`src/rtl/pe_dbw_if.sv`:
```
// Bus bundle for one pe_dbw processing element: west/north data in, east/south data out,
// and the north-to-south weight-load chain. The master drives the PE, the slave is the PE.
interface pe_dbw_if #(
  parameter int DATA_WIDTH = 16
);
  logic                  valid_in;
  logic [DATA_WIDTH-1:0] input_in;
  logic [DATA_WIDTH-1:0] psum_in;
  logic [DATA_WIDTH-1:0] weight_in;
  logic                  weight_load;
  logic                  weight_swap;

  logic                  valid_out;
  logic [DATA_WIDTH-1:0] input_out;
  logic [DATA_WIDTH-1:0] psum_out;
  logic [DATA_WIDTH-1:0] weight_out;
  logic                  ovf_out;

  modport master (
    output valid_in, input_in, psum_in, weight_in, weight_load, weight_swap,
    input  valid_out, input_out, psum_out, weight_out, ovf_out
  );

  modport slave (
    input  valid_in, input_in, psum_in, weight_in, weight_load, weight_swap,
    output valid_out, input_out, psum_out, weight_out, ovf_out
  );
endinterface

```
`src/rtl/pe_dbw.sv`:
```
// Weight-stationary systolic PE with double-buffered weight: psum_out = psum_in + input_in * active.
// Define PE_SATURATE_EN to clamp on overflow; otherwise results wrap. ovf_out flags either case.
module pe_dbw #(
  parameter int DATA_WIDTH = 16,
  parameter int FRAC_BITS  = 8
) (
  input  logic        clk,
  input  logic        rst,
  pe_dbw_if.slave     bus
);

`ifdef PE_SATURATE_EN
  localparam bit SAT = 1'b1;
`else
  localparam bit SAT = 1'b0;
`endif

  localparam logic [DATA_WIDTH-1:0] MAX_VAL = {1'b0, {(DATA_WIDTH-1){1'b1}}};
  localparam logic [DATA_WIDTH-1:0] MIN_VAL = {1'b1, {(DATA_WIDTH-1){1'b0}}};

  logic                  valid_q,  valid_d;
  logic [DATA_WIDTH-1:0] input_q,  input_d;
  logic [DATA_WIDTH-1:0] psum_q,   psum_d;
  logic                  ovf_q,    ovf_d;
  logic [DATA_WIDTH-1:0] shadow_q, shadow_d;
  logic [DATA_WIDTH-1:0] active_q, active_d;

  logic signed [2*DATA_WIDTH-1:0] prod;
  logic signed [2*DATA_WIDTH-1:0] shifted;
  logic                           fits_prod;
  logic        [DATA_WIDTH-1:0]   red_prod;
  logic        [DATA_WIDTH:0]     sum;
  logic                           fits_sum;
  logic        [DATA_WIDTH-1:0]   red_sum;

  always_comb begin
    // NOTE: every signal driven here gets a value on every path, so no latch is inferred.
    prod    = $signed(bus.input_in) * $signed(active_q);
    shifted = prod >>> FRAC_BITS;

    // The shifted product fits when its top DATA_WIDTH+1 bits are all copies of the sign.
    fits_prod = (shifted[2*DATA_WIDTH-1:DATA_WIDTH-1] == '0) ||
                (shifted[2*DATA_WIDTH-1:DATA_WIDTH-1] == '1);
    if (fits_prod || !SAT) begin
      red_prod = shifted[DATA_WIDTH-1:0];
    end else begin
      red_prod = shifted[2*DATA_WIDTH-1] ? MIN_VAL : MAX_VAL;
    end

    sum      = {bus.psum_in[DATA_WIDTH-1], bus.psum_in} + {red_prod[DATA_WIDTH-1], red_prod};
    fits_sum = (sum[DATA_WIDTH] == sum[DATA_WIDTH-1]);
    if (fits_sum || !SAT) begin
      red_sum = sum[DATA_WIDTH-1:0];
    end else begin
      red_sum = sum[DATA_WIDTH] ? MIN_VAL : MAX_VAL;
    end

    valid_d = bus.valid_in;
    input_d = bus.valid_in ? bus.input_in : '0;
    psum_d  = bus.valid_in ? red_sum : '0;
    ovf_d   = bus.valid_in && (!fits_prod || !fits_sum);

    // Swap reads shadow_q, the pre-edge value, so load+swap together hands over the old shadow.
    shadow_d = bus.weight_load ? bus.weight_in : shadow_q;
    active_d = bus.weight_swap ? shadow_q : active_q;
  end

  always_ff @(posedge clk) begin
    // NOTE: non-blocking assignments so every flop samples pre-edge values of its peers.
    if (rst) begin
      valid_q  <= 1'b0;
      input_q  <= '0;
      psum_q   <= '0;
      ovf_q    <= 1'b0;
      shadow_q <= '0;
      active_q <= '0;
    end else begin
      valid_q  <= valid_d;
      input_q  <= input_d;
      psum_q   <= psum_d;
      ovf_q    <= ovf_d;
      shadow_q <= shadow_d;
      active_q <= active_d;
    end
  end

  assign bus.valid_out  = valid_q;
  assign bus.input_out  = input_q;
  assign bus.psum_out   = psum_q;
  assign bus.ovf_out    = ovf_q;
  assign bus.weight_out = shadow_q;

endmodule

```
`src/flat_wrapper.sv`:
```
// flat-port wrapper written by rule: the top's interface ports become plain ports
module pe_dbw_flat 
#(
  parameter int DATA_WIDTH = 16,
  parameter int FRAC_BITS  = 8
)
  (clk, rst, bus_valid_in, bus_input_in, bus_psum_in, bus_weight_in, bus_weight_load, bus_weight_swap, bus_valid_out, bus_input_out, bus_psum_out, bus_weight_out, bus_ovf_out);
  pe_dbw_if #(.DATA_WIDTH(DATA_WIDTH)) bus_i ();
  input  logic clk;
  input  logic rst;
  input wire logic [$bits(bus_i.valid_in)-1:0] bus_valid_in;
  input wire logic [$bits(bus_i.input_in)-1:0] bus_input_in;
  input wire logic [$bits(bus_i.psum_in)-1:0] bus_psum_in;
  input wire logic [$bits(bus_i.weight_in)-1:0] bus_weight_in;
  input wire logic [$bits(bus_i.weight_load)-1:0] bus_weight_load;
  input wire logic [$bits(bus_i.weight_swap)-1:0] bus_weight_swap;
  output wire logic [$bits(bus_i.valid_out)-1:0] bus_valid_out;
  output wire logic [$bits(bus_i.input_out)-1:0] bus_input_out;
  output wire logic [$bits(bus_i.psum_out)-1:0] bus_psum_out;
  output wire logic [$bits(bus_i.weight_out)-1:0] bus_weight_out;
  output wire logic [$bits(bus_i.ovf_out)-1:0] bus_ovf_out;
  assign bus_i.valid_in = bus_valid_in;
  assign bus_i.input_in = bus_input_in;
  assign bus_i.psum_in = bus_psum_in;
  assign bus_i.weight_in = bus_weight_in;
  assign bus_i.weight_load = bus_weight_load;
  assign bus_i.weight_swap = bus_weight_swap;
  assign bus_valid_out = bus_i.valid_out;
  assign bus_input_out = bus_i.input_out;
  assign bus_psum_out = bus_i.psum_out;
  assign bus_weight_out = bus_i.weight_out;
  assign bus_ovf_out = bus_i.ovf_out;
  pe_dbw #(.DATA_WIDTH(DATA_WIDTH), .FRAC_BITS(FRAC_BITS)) u_core (.clk(clk), .rst(rst), .bus(bus_i));
endmodule
```
`config.mk`:
```
export PLATFORM = sky130hd
export DESIGN_NAME = pe_dbw_flat
export DESIGN_NICKNAME = d
export VERILOG_FILES = /design/src/rtl/pe_dbw_if.sv /design/src/rtl/pe_dbw.sv /design/src/flat_wrapper.sv
export SDC_FILE = /design/constraint.sdc
export NUM_CORES = 1
export LEC_CHECK = 0
export BUFFER_PORTS_ARGS = -buffer_cell sky130_fd_sc_hd__clkbuf_2
export CORE_MARGIN = 5
export CORE_UTILIZATION = 49
export CTS_CLUSTER_DIAMETER = 200
export DETAILED_ROUTE_END_ITERATION = 6
export PLACE_DENSITY = 0.79
export SLEW_MARGIN = 5
export SYNTH_ARGS = -nofsm -noshare
export SYNTH_HDL_FRONTEND = slang
export SYNTH_SLANG_ARGS = --single-unit
```
`constraint.sdc`:
```
create_clock -name clk -period 8.5 [get_ports clk]
set_input_delay 2.125 -clock clk [delete_from_list [all_inputs] [get_ports clk]]
set_output_delay 2.125 -clock clk [all_outputs]
set_load 0.05 [all_outputs]
```
==> results.sh <==
export IMPL_slowest_stage="fa_1"
export IMPL_slew_violations=0
export IMPL_worstReg2RegStart="u_core.active_q[1]"
export IMPL_ys_top_cells_by_area="fa_1, dfxtp_1, ha_1"
export IMPL_status="finished with violations"
export IMPL_cts_tree="yes"
export IMPL_clk_pin_slew_ns=0.07
export IMPL_grtUsageTotal_pct=21.22
export IMPL_netlist_cell_type_count=53
export IMPL_drive_above_1_share_pct=19.55
export IMPL_seq_power_share_pct=18.9
export IMPL_syn_inst=1320
export IMPL_dieArea_mm2=0.02839
export IMPL_synth_most_common_cell="inv_1"
export IMPL_drc=0
export IMPL_ys_seq_elements=66
export IMPL_worst_slack_ns=-0.1867
export IMPL_cp_data_arrival_time_ns=8.93
export IMPL_ir_worst_vdd_mv=0.1145
export IMPL_viasPerCell=5.137
export IMPL_period_minus_slack_ns=8.687
export IMPL_grt_pass1_wl_mm=48.64
export IMPL_whs_ns=0.5314
export IMPL_postRouteAntennaNets=0
export IMPL_yosysTopAreaCell="fa_1"
export IMPL_cp_startpoint="bus_input_in[9]"
export IMPL_die_x_um=168.5
export IMPL_cpMostUsedCell="fa_1"
export IMPL_power_leakage_nw=7.371
export IMPL_rsz0062_at_grt="true"
export IMPL_synth_edff_count=0
export IMPL_grt_max_degree=34
export IMPL_dp_cells=1829
export IMPL_slowest_delay_ns=0.57
export IMPL_cellInternalPower_mw=1.101
export IMPL_fin_cells=1850
export IMPL_synth_nets=1731
export IMPL_setup_viol=1
export IMPL_synth_avg_cell_area_um2=9.323
export IMPL_final_nets=1925
export IMPL_die_h_um=168.5
export IMPL_cts_path_max_buffers=2
export IMPL_synth_async_reset_ratio_pct=0
export IMPL_rows=58
export IMPL_hold_viol=0
export IMPL_dp_hpwl_mm=23.94
export IMPL_syn_area_mm2=0.01231
export IMPL_pwr_share_comb_pct=60.7
export IMPL_critical_path_max_fanout=11
export IMPL_p_clk_share_pct=20.4
export IMPL_first_pass_iters=5
export IMPL_cp_start_kind="input port"
export IMPL_yosys_warnings=0
export IMPL_antenna_found_initial=0
export IMPL_power_switching_share_pct=42.72
export IMPL_fmax_ghz=0.1151
export IMPL_power_density_mw_per_mm2=132.2
export IMPL_fin_crit_sh_pct=102.2
export IMPL_gp_congestion=0.8786
export IMPL_drt_iter0_drc=687
export IMPL_crit_type="in -> reg"
export IMPL_io_pin_count=103
export IMPL_required_ns=8.75
export IMPL_p_switching_uw=820.9
export IMPL_hp_class="reg -> reg"
export IMPL_cts_htree_levels=3
export IMPL_clkSinkCount=66
export IMPL_post_route_util_pct=58.21
export IMPL_drv_cap=0
export IMPL_fillers=2098
export IMPL_avgRoutedWirePerCell_um=15.60
export IMPL_wirelength_mm=28.86
export IMPL_finClkSkew_ns=0.008395
export IMPL_ys_seq_area_share_pct=10.74
export IMPL_grt_overflow_total=0
export IMPL_cp_end_kind="flip-flop"
export IMPL_tightestPinTransition_ns=0.8938
export IMPL_grt_pass1_vias=10298
export IMPL_portBuffers=102
export IMPL_core_area_mm2=0.02496
export IMPL_failed_checks="setup timing"
export IMPL_synth_main_ff_cell="dfxtp_1"
export IMPL_vias=9504
export IMPL_cts_buffers_inserted=9
export IMPL_relSlewSlack_pct=40.41
export IMPL_clk_latency_ns=0.35
export IMPL_synth_common_cells="inv_1, fa_1, and2_1"
export IMPL_area_delta_synth_final_pct=18.09
export IMPL_cts_root_buf="clkbuf_16"
export IMPL_start_util_pct=49.30
export IMPL_ctsHoldBuffers=0
export IMPL_hp_start="u_core.bus.weight_out[12]"
export IMPL_synth_top_area_share_pct=42.62
==> cells in the final DEF, fill, tap and decap left out, drive strengths merged, types with 19 or more instances in the layout <==
| cell type | count |
|---|---|
| a21oi | 19 |
| and2 | 149 |
| buf | 126 |
| clkbuf | 109 |
| dfxtp | 66 |
| fa | 262 |
| ha | 96 |
| inv | 308 |
| mux2i | 33 |
| nand2 | 121 |
| nor2 | 76 |
| xnor2 | 29 |
==> path summary, 6_finish.rpt <==
check,to,slack (ns),cells after the start
max,u_core.bus.ovf_out,-0.19,29
min,u_core.bus.weight_out[12],0.53,2
max reg2reg,u_core.bus.ovf_out,0.93,28
min reg2reg,u_core.bus.weight_out[12],0.53,2
==> layout make-up <==
type,count,area (um^2),share of cell area (%)
Inverter,307,1152,7.929
Clock inverter,7,77.57,0.5338
Antenna cell,1,2.502,0.01722
Tap cell,330,412.9,2.841
Clock buffer,9,225.2,1.550
Timing Repair Buffer,226,1479,10.18
Multi-Input combinational cell,904,9862,67.86
Sequential cell,66,1321,9.092
==> metrics by stage <==
stage	setup slack (ns)	cell area (um^2)	setup TNS [ns]	power, mW
2_1_floorplan	-0.2617	12350	-0.2617	1.113
3_3_place_gp	-0.5268	14020	-0.7587	1.436
3_5_place_dp	-0.6660	14020	-1.163	1.471
4_1_cts	-0.1384	14410	-0.1384	1.900
5_1_grt	-0.4420	14530	-0.4570	2.076
6_report	-0.1867	14530	-0.1867	1.921
==> layer usage <==
layer	GRT usage (%)	vias to the layer above	wire length (um)
met5	0	-	0
met4	7.551	0	1047
met3	3.199	80	1595
met2	37.51	315	14980
met1	26.55	4797	11230
li1	-	4312	-
==> what timing repair did <==
| item | in CTS | in global routing |
|---|---|---|
| setup endpoints to repair | 1 | 4 |
| resized for setup | 15 | 25 |
| endpoints found under the hold margin | 0 | 0 |
| gates cloned | 0 | 0 |
| pin swaps | 24 | 25 |
| setup buffers | 4 | 2 |
==> state kept, by name (all words and copies together) (netlist names) <==
| name | count |
|---|---|
| u_core.bus.valid_out | 1 |
| u_core.active_q | 16 |
| u_core.bus.input_out | 16 |
| u_core.bus.ovf_out | 1 |
| u_core.bus.weight_out | 16 |
| u_core.bus.psum_out | 16 |
==> critical path: cells and delay by family <==
kind | cells | cell delay (ns)
AOI/OAI and AO/OA | 8 | 1.34
xor gates and xnor gates | 1 | 0.14
adders and majority gates | 8 | 3.65
buffers and inverters | 6 | 0.71
muxes | 1 | 0.10
and+or+nand+nor | 5 | 0.84
==> power by group through the flow <==
stage / logic [mW] / clock network [mW] / registers [mW]
floorplan: 0.654 / 0 / 0.459
global placement: 1.07 / 0 / 0.370
detailed placement: 1.10 / 0 / 0.370
CTS: 1.14 / 0.398 / 0.363
global route: 1.30 / 0.411 / 0.367
finish: 1.17 / 0.392 / 0.363
==> cell families after synthesis <==
logic type	after synthesis	synth area share, %
and+or+nand+nor	400	16.28
AOI/OAI and AO/OA	72	4.321
DFF	66	10.74
muxes	33	2.684
buffers and inverters	350	10.69
xor gates and xnor gates	41	2.918
adders and majority gates	358	52.38
Note: power is estimated with default switching activity, not from simulation.
